<file path="src/rtl/radar_chirp_gen_if.sv">
// Sweep-control bundle between the chirp generator and its host/NCO side.
// The master drives the sweep programming; the slave returns the NCO frequency word and status.
interface radar_chirp_gen_if #(
  parameter int CNT_W = 16
);
  logic             ena_i;
  logic             strobe_i;
  logic             mode_i;
  logic [31:0]      fstart_i;
  logic [31:0]      fincr_i;
  logic [CNT_W-1:0] ulen_i;
  logic [CNT_W-1:0] wlen_i;
  logic [31:0]      freq_o;
  logic             tx_ena_o;
  logic             sweep_o;
  logic [1:0]       state_o;

  modport master (
    output ena_i, strobe_i, mode_i, fstart_i, fincr_i, ulen_i, wlen_i,
    input  freq_o, tx_ena_o, sweep_o, state_o
  );

  modport slave (
    input  ena_i, strobe_i, mode_i, fstart_i, fincr_i, ulen_i, wlen_i,
    output freq_o, tx_ena_o, sweep_o, state_o
  );
endinterface

</file>
<file path="src/rtl/radar_chirp_gen.sv">
// FMCW sweep controller: sawtooth/triangle frequency ramps with a quiet interval,
// advancing one step per sample strobe and feeding the transmit NCO.
module radar_chirp_gen #(
  parameter int CNT_W = 16
) (
  input  logic              clk_i,
  input  logic              rst_i,
  radar_chirp_gen_if.slave  bus
);

  typedef enum logic [1:0] {
    S_IDLE = 2'd0,
    S_UP   = 2'd1,
    S_DOWN = 2'd2,
    S_WAIT = 2'd3
  } state_t;

  state_t           state;
  logic [CNT_W-1:0] cnt;
  logic [31:0]      freq;
  logic             tx_ena;
  logic             sweep;

  // Sweep parameters are frozen for the whole sweep so host writes never tear a ramp.
  logic [31:0]      fstart_s;
  logic [31:0]      fincr_s;
  logic [CNT_W-1:0] ulen_s;
  logic [CNT_W-1:0] wlen_s;
  logic             mode_s;

  always_ff @(posedge clk_i or negedge rst_i) begin
    if (!rst_i) begin
      state    <= S_IDLE;
      cnt      <= '0;
      freq     <= '0;
      tx_ena   <= 1'b0;
      sweep    <= 1'b0;
      fstart_s <= '0;
      fincr_s  <= '0;
      ulen_s   <= '0;
      wlen_s   <= '0;
      mode_s   <= 1'b0;
    end else begin
      sweep <= 1'b0;
      if (!bus.ena_i) begin
        // Abort wins over any coincident strobe.
        state  <= S_IDLE;
        cnt    <= '0;
        freq   <= '0;
        tx_ena <= 1'b0;
      end else if (bus.strobe_i) begin
        unique case (state)
          S_IDLE: begin
            fstart_s <= bus.fstart_i;
            fincr_s  <= bus.fincr_i;
            ulen_s   <= bus.ulen_i;
            wlen_s   <= bus.wlen_i;
            mode_s   <= bus.mode_i;
            freq     <= bus.fstart_i;
            sweep    <= 1'b1;
            tx_ena   <= 1'b1;
            cnt      <= '0;
            state    <= S_UP;
          end
          S_UP: begin
            if (cnt == ulen_s) begin
              cnt <= '0;
              if (mode_s) begin
                state <= S_DOWN;
              end else begin
                state  <= S_WAIT;
                tx_ena <= 1'b0;
              end
            end else begin
              freq <= freq + fincr_s;
              cnt  <= cnt + CNT_W'(1);
            end
          end
          S_DOWN: begin
            if (cnt == ulen_s) begin
              cnt    <= '0;
              state  <= S_WAIT;
              tx_ena <= 1'b0;
            end else begin
              freq <= freq - fincr_s;
              cnt  <= cnt + CNT_W'(1);
            end
          end
          S_WAIT: begin
            if (cnt == wlen_s) begin
              fstart_s <= bus.fstart_i;
              fincr_s  <= bus.fincr_i;
              ulen_s   <= bus.ulen_i;
              wlen_s   <= bus.wlen_i;
              mode_s   <= bus.mode_i;
              freq     <= bus.fstart_i;
              sweep    <= 1'b1;
              tx_ena   <= 1'b1;
              cnt      <= '0;
              state    <= S_UP;
            end else begin
              cnt <= cnt + CNT_W'(1);
            end
          end
          default: begin
            state <= S_IDLE;
            cnt   <= '0;
          end
        endcase
      end
    end
  end

  assign bus.freq_o   = freq;
  assign bus.tx_ena_o = tx_ena;
  assign bus.sweep_o  = sweep;
  assign bus.state_o  = state;

endmodule
</file>
<file path="src/flat_wrapper.sv">
// flat-port wrapper written by rule: the top's interface ports become plain ports
module radar_chirp_gen_flat 
#(
  parameter int CNT_W = 16
)
  (clk_i, rst_i, bus_ena_i, bus_strobe_i, bus_mode_i, bus_fstart_i, bus_fincr_i, bus_ulen_i, bus_wlen_i, bus_freq_o, bus_tx_ena_o, bus_sweep_o, bus_state_o);
  radar_chirp_gen_if #(.CNT_W(CNT_W)) bus_i ();
  input  logic clk_i;
  input  logic rst_i;
  input wire logic [$bits(bus_i.ena_i)-1:0] bus_ena_i;
  input wire logic [$bits(bus_i.strobe_i)-1:0] bus_strobe_i;
  input wire logic [$bits(bus_i.mode_i)-1:0] bus_mode_i;
  input wire logic [$bits(bus_i.fstart_i)-1:0] bus_fstart_i;
  input wire logic [$bits(bus_i.fincr_i)-1:0] bus_fincr_i;
  input wire logic [$bits(bus_i.ulen_i)-1:0] bus_ulen_i;
  input wire logic [$bits(bus_i.wlen_i)-1:0] bus_wlen_i;
  output wire logic [$bits(bus_i.freq_o)-1:0] bus_freq_o;
  output wire logic [$bits(bus_i.tx_ena_o)-1:0] bus_tx_ena_o;
  output wire logic [$bits(bus_i.sweep_o)-1:0] bus_sweep_o;
  output wire logic [$bits(bus_i.state_o)-1:0] bus_state_o;
  assign bus_i.ena_i = bus_ena_i;
  assign bus_i.strobe_i = bus_strobe_i;
  assign bus_i.mode_i = bus_mode_i;
  assign bus_i.fstart_i = bus_fstart_i;
  assign bus_i.fincr_i = bus_fincr_i;
  assign bus_i.ulen_i = bus_ulen_i;
  assign bus_i.wlen_i = bus_wlen_i;
  assign bus_freq_o = bus_i.freq_o;
  assign bus_tx_ena_o = bus_i.tx_ena_o;
  assign bus_sweep_o = bus_i.sweep_o;
  assign bus_state_o = bus_i.state_o;
  radar_chirp_gen #(.CNT_W(CNT_W)) u_core (.clk_i(clk_i), .rst_i(rst_i), .bus(bus_i));
endmodule
</file>
<file path="config.mk">
export PLATFORM = sky130hd
export DESIGN_NAME = radar_chirp_gen_flat
export DESIGN_NICKNAME = d
export VERILOG_FILES = /design/src/rtl/radar_chirp_gen_if.sv /design/src/rtl/radar_chirp_gen.sv /design/src/flat_wrapper.sv
export SDC_FILE = /design/constraint.sdc
export NUM_CORES = 1
export LEC_CHECK = 0
export ABC_AREA = 1
export CELL_PAD_IN_SITES_DETAIL_PLACEMENT = 1
export CELL_PAD_IN_SITES_GLOBAL_PLACEMENT = 1
export CORE_MARGIN = 4
export CORE_UTILIZATION = 35
export DETAILED_ROUTE_END_ITERATION = 10
export GPL_TIMING_DRIVEN = 0
export PLACE_DENSITY_LB_ADDON = 0.1
export SKIP_LAST_GASP = 1
export SYNTH_ARGS = -nofsm -noshare
export SYNTH_HDL_FRONTEND = slang
export SYNTH_SLANG_ARGS = --single-unit
</file>
<file path="constraint.sdc">
create_clock -name clk_i -period 2.9 [get_ports clk_i]
set_input_delay 0.725 -clock clk_i [delete_from_list [all_inputs] [get_ports clk_i]]
set_output_delay 0.725 -clock clk_i [all_outputs]
set_load 0.1 [all_outputs]
</file>
==> results.sh <==
export IMPL_synth_top_area_share_pct=32.9
export IMPL_pin_count_of_the_biggest_net_entering_global_routing=63
export IMPL_synthToLayoutAreaGrowth_pct=39.9
export IMPL_slowest_delay_ns=0.40
export IMPL_grt_setup_unrepaired="yes"
export IMPL_grt_util_all_layers_pct=22.6
export IMPL_post_synthesis_sequential_area_ratio_pct=32.9
export IMPL_crit_arrival_ns=3.43
export IMPL_grt_antenna_before_repair=0
export IMPL_max_cap_violations=0
export IMPL_chipWidth_um=167
export IMPL_cp_startpoint="u_core.fincr_s[1]"
export IMPL_reg2reg_path_depth=18
export IMPL_violations="setup timing"
export IMPL_cts_buffers=17
export IMPL_setup_worst_path_class="flop to flop"
export IMPL_postLayoutCellArea_mm2=0.0124
export IMPL_report_final_hold_viol_count=0
export IMPL_wl_per_cell_um=17.1
export IMPL_kind_of_cell_with_the_highest_combined_delay_on_the_critical_path="simple AND/OR/NAND/NOR gates"
export IMPL_core_mm2=0.0251
export IMPL_drt_initial_drc_count=285
export IMPL_number_of_distinct_library_cells_after_synthesis=42
export IMPL_worstPathMaxFanout=4
export IMPL_instances_no_fill=1898
export IMPL_timing_critical_path_cells="inv_2 > ha_4 > nand3_4 > nor2_4 > nand2_4 > nor2_4 > nand2_2 > nand2_4 > nand2_4 > xor2_1 > ha_2 > nand2_2 > inv_2 > nand3_1 > nand3b_1 > nand3_1 > nand3_2 > a21oi_2"
export IMPL_cp_num_cells=18
export IMPL_floorplan_rows=58
export IMPL_setup_slack_ns=-0.170
export IMPL_run_status="finished, violations left"
export IMPL_async_reset_ff_share_pct=100
export IMPL_syn_inst=1366
export IMPL_ctsRootBufferMaster="clkbuf_16"
export IMPL_syn_avg_cell_area_um2=6.51
export IMPL_minimum_period_implied_by_the_final_worst_setup_slack_ns=3.07
export IMPL_clk_latency_ns=0.43
export IMPL_gpl_final_weighted_congestion=0.894
export IMPL_synth_flop_cell="dfrtp_1"
export IMPL_cts_tree="done"
export IMPL_synth_largest_area_cell="dfrtp_1"
export IMPL_ant_nets=0
export IMPL_h_tree_depth=4
export IMPL_yosys_top_cells_area="dfrtp_1, nand2_1, inv_1, nor2_1, xor2_1"
export IMPL_syn_num_nets=1505
export IMPL_design_die_area_mm2=0.0280
export IMPL_max_slew_worst_pin_slew_ns=0.995
export IMPL_dp_hpwl_um=24800
export IMPL_most_common_layout_cells="nand2_1, inv_1, nor2_1"
export IMPL_critPathRequiredTime_ns=3.26
export IMPL_detailedRoute_firstPassIterationCount=4
export IMPL_via_count=9243
export IMPL_cp_end_kind="flop"
export IMPL_timing_max_transition_violations_final=0
export IMPL_synth_warnings=0
export IMPL_cts_num_sinks=117
export IMPL_layout_commonest_cell="nand2_1"
export IMPL_finClkSkew_ns=0.0123
export IMPL_drcViolationCount=0
export IMPL_cp_start_kind="flop"
export IMPL_start_util_pct=35.4
export IMPL_detailed_place_area_mm2=0.0107
export IMPL_clk_transition_reported_paths_ns=0.07
export IMPL_globalRouteOverflowTotal=0
export IMPL_holdBufCountCts=0
export IMPL_timing_fmax_ghz=0.326
export IMPL_min_path_type="primary input to async pin"
export IMPL_numPlacedInstances=1832
export IMPL_critical_path_top_cell_by_count="nand2_4"
export IMPL_cp_num_buf_inv=2
export IMPL_grt_pass1_vias=9597
export IMPL_reg2reg_setup_slack_ns=-0.17
export IMPL_antennaDiodeCount=0
export IMPL_timing_final_setup_violations=10
export IMPL_die_h_um=167
export IMPL_drive_gt1_share_pct=18.9
export IMPL_slew_limit_headroom_pct=33.4
export IMPL_critical_path_reg2reg_startpoint="u_core.fincr_s[1]"
export IMPL_final_nets=1694
export IMPL_num_io_pins=137
export IMPL_synth_edff_count=0
export IMPL_routed_via_density=4.87
export IMPL_yosys_register_bits=117
export IMPL_cts_path_max_buffers=2
export IMPL_post_synth_instance_area_mm2=0.00890
export IMPL_grt_first_pass_wirelength_um=50200
export IMPL_finalCritPeriodShare_pct=106
export IMPL_critPathSlowestCell="ha_2"
export IMPL_postRouteWirelength_um=32500
export IMPL_portBuffers=135
## cell usage after synthesis (2+ instances only)
cell,count
xor2_1,57
o21ai_0,38
xnor2_1,8
inv_2,8
a21oi_2,4
a21boi_1,5
buf_2,15
a21oi_1,59
nand4_1,12
nand2_1,458
o31ai_1,2
ha_1,37
inv_1,188
a21boi_0,6
nand2_2,6
nand3b_1,9
a21o_1,3
nor2_2,7
nor2_1,163
nand3_1,95
dfrtp_1,117
clkbuf_1,16
nand2_4,2
o22ai_1,12
nor3_1,11
o21bai_1,5
clkinv_1,2
buf_6,7
## state kept, by name, summed over array words and instances, names as in the netlist
name and count:
u_core.bus.state_o 2, u_core.bus.tx_ena_o 1, u_core.ulen_s 16, u_core.wlen_s 16, u_core.mode_s 1, u_core.bus.sweep_o 1, u_core.bus.freq_o 32, u_core.fincr_s 32
u_core.cnt 16
## logic make-up (layout without fill, tap and decap cells)
kind of cell | Yosys count | after routing | synth area share [%]
AND/OR/NAND/NOR | 770 | 770 | 35.6
buffers and inverters | 237 | 439 | 10.8
AO/OA/AOI/OAI | 139 | 139 | 8.86
flip-flops | 117 | 117 | 32.9
XOR/XNOR | 65 | 65 | 6.40
adder cells (fa/ha/maj) | 38 | 38 | 5.43
## path summary, 6_finish.rpt
check,endpoint
worst min register to register,u_core.wlen_s[14]
worst max-delay path,u_core.bus.freq_o[25]
max in group asynchronous,u_core.cnt[3]
worst max register to register,u_core.bus.freq_o[25]
min in group clk_i,u_core.wlen_s[14]
worst min-delay path,u_core.ulen_s[10]
## layer usage
metal	global-route usage, %	vias up	part of all wire (%)
met5	0	-	0
met4	6.10	0	1.8
met3	2.34	34	2.5
met2	42.7	123	53
met1	27.2	4458	43
li1	-	4628	-
## final cells by class
cell class                      count  area, um^2
Fill cell                        3250       12700
Tap cell                          330         413
Inverter                          198         747
Clock inverter                     14         140
Clock buffer                       18         429
Timing Repair Buffer              171        1650
Buffer                             38         244
Sequential cell                   117        2930
Multi-Input combinational cell   1012        5890
## through the flow
step | hold slack [ns] | TNS [ns] | utilization (%) | setup WS, ns
finish | 0.278 | -0.947 | 49.6 | -0.170
global route | 0.312 | -4.48 | 49.6 | -0.376
CTS | 0.289 | -1.45 | 46.8 | -0.194
detailed placement | 0.479 | -11.79 | 42.6 | -0.789
global placement | 0.476 | -457.92 | 42.5 | -4.69
floorplan | 0.429 | 0 | - | 0.00131
## repair_timing
item | CTS | global route
resized for setup | 108 | 130
setup endpoints to repair | 28 | 28
setup buffers | 18 | 17
pin swaps | 37 | 60
Power is not shown: default switching activity piles up to over one toggle a cycle in this logic, so the estimate is an artifact.
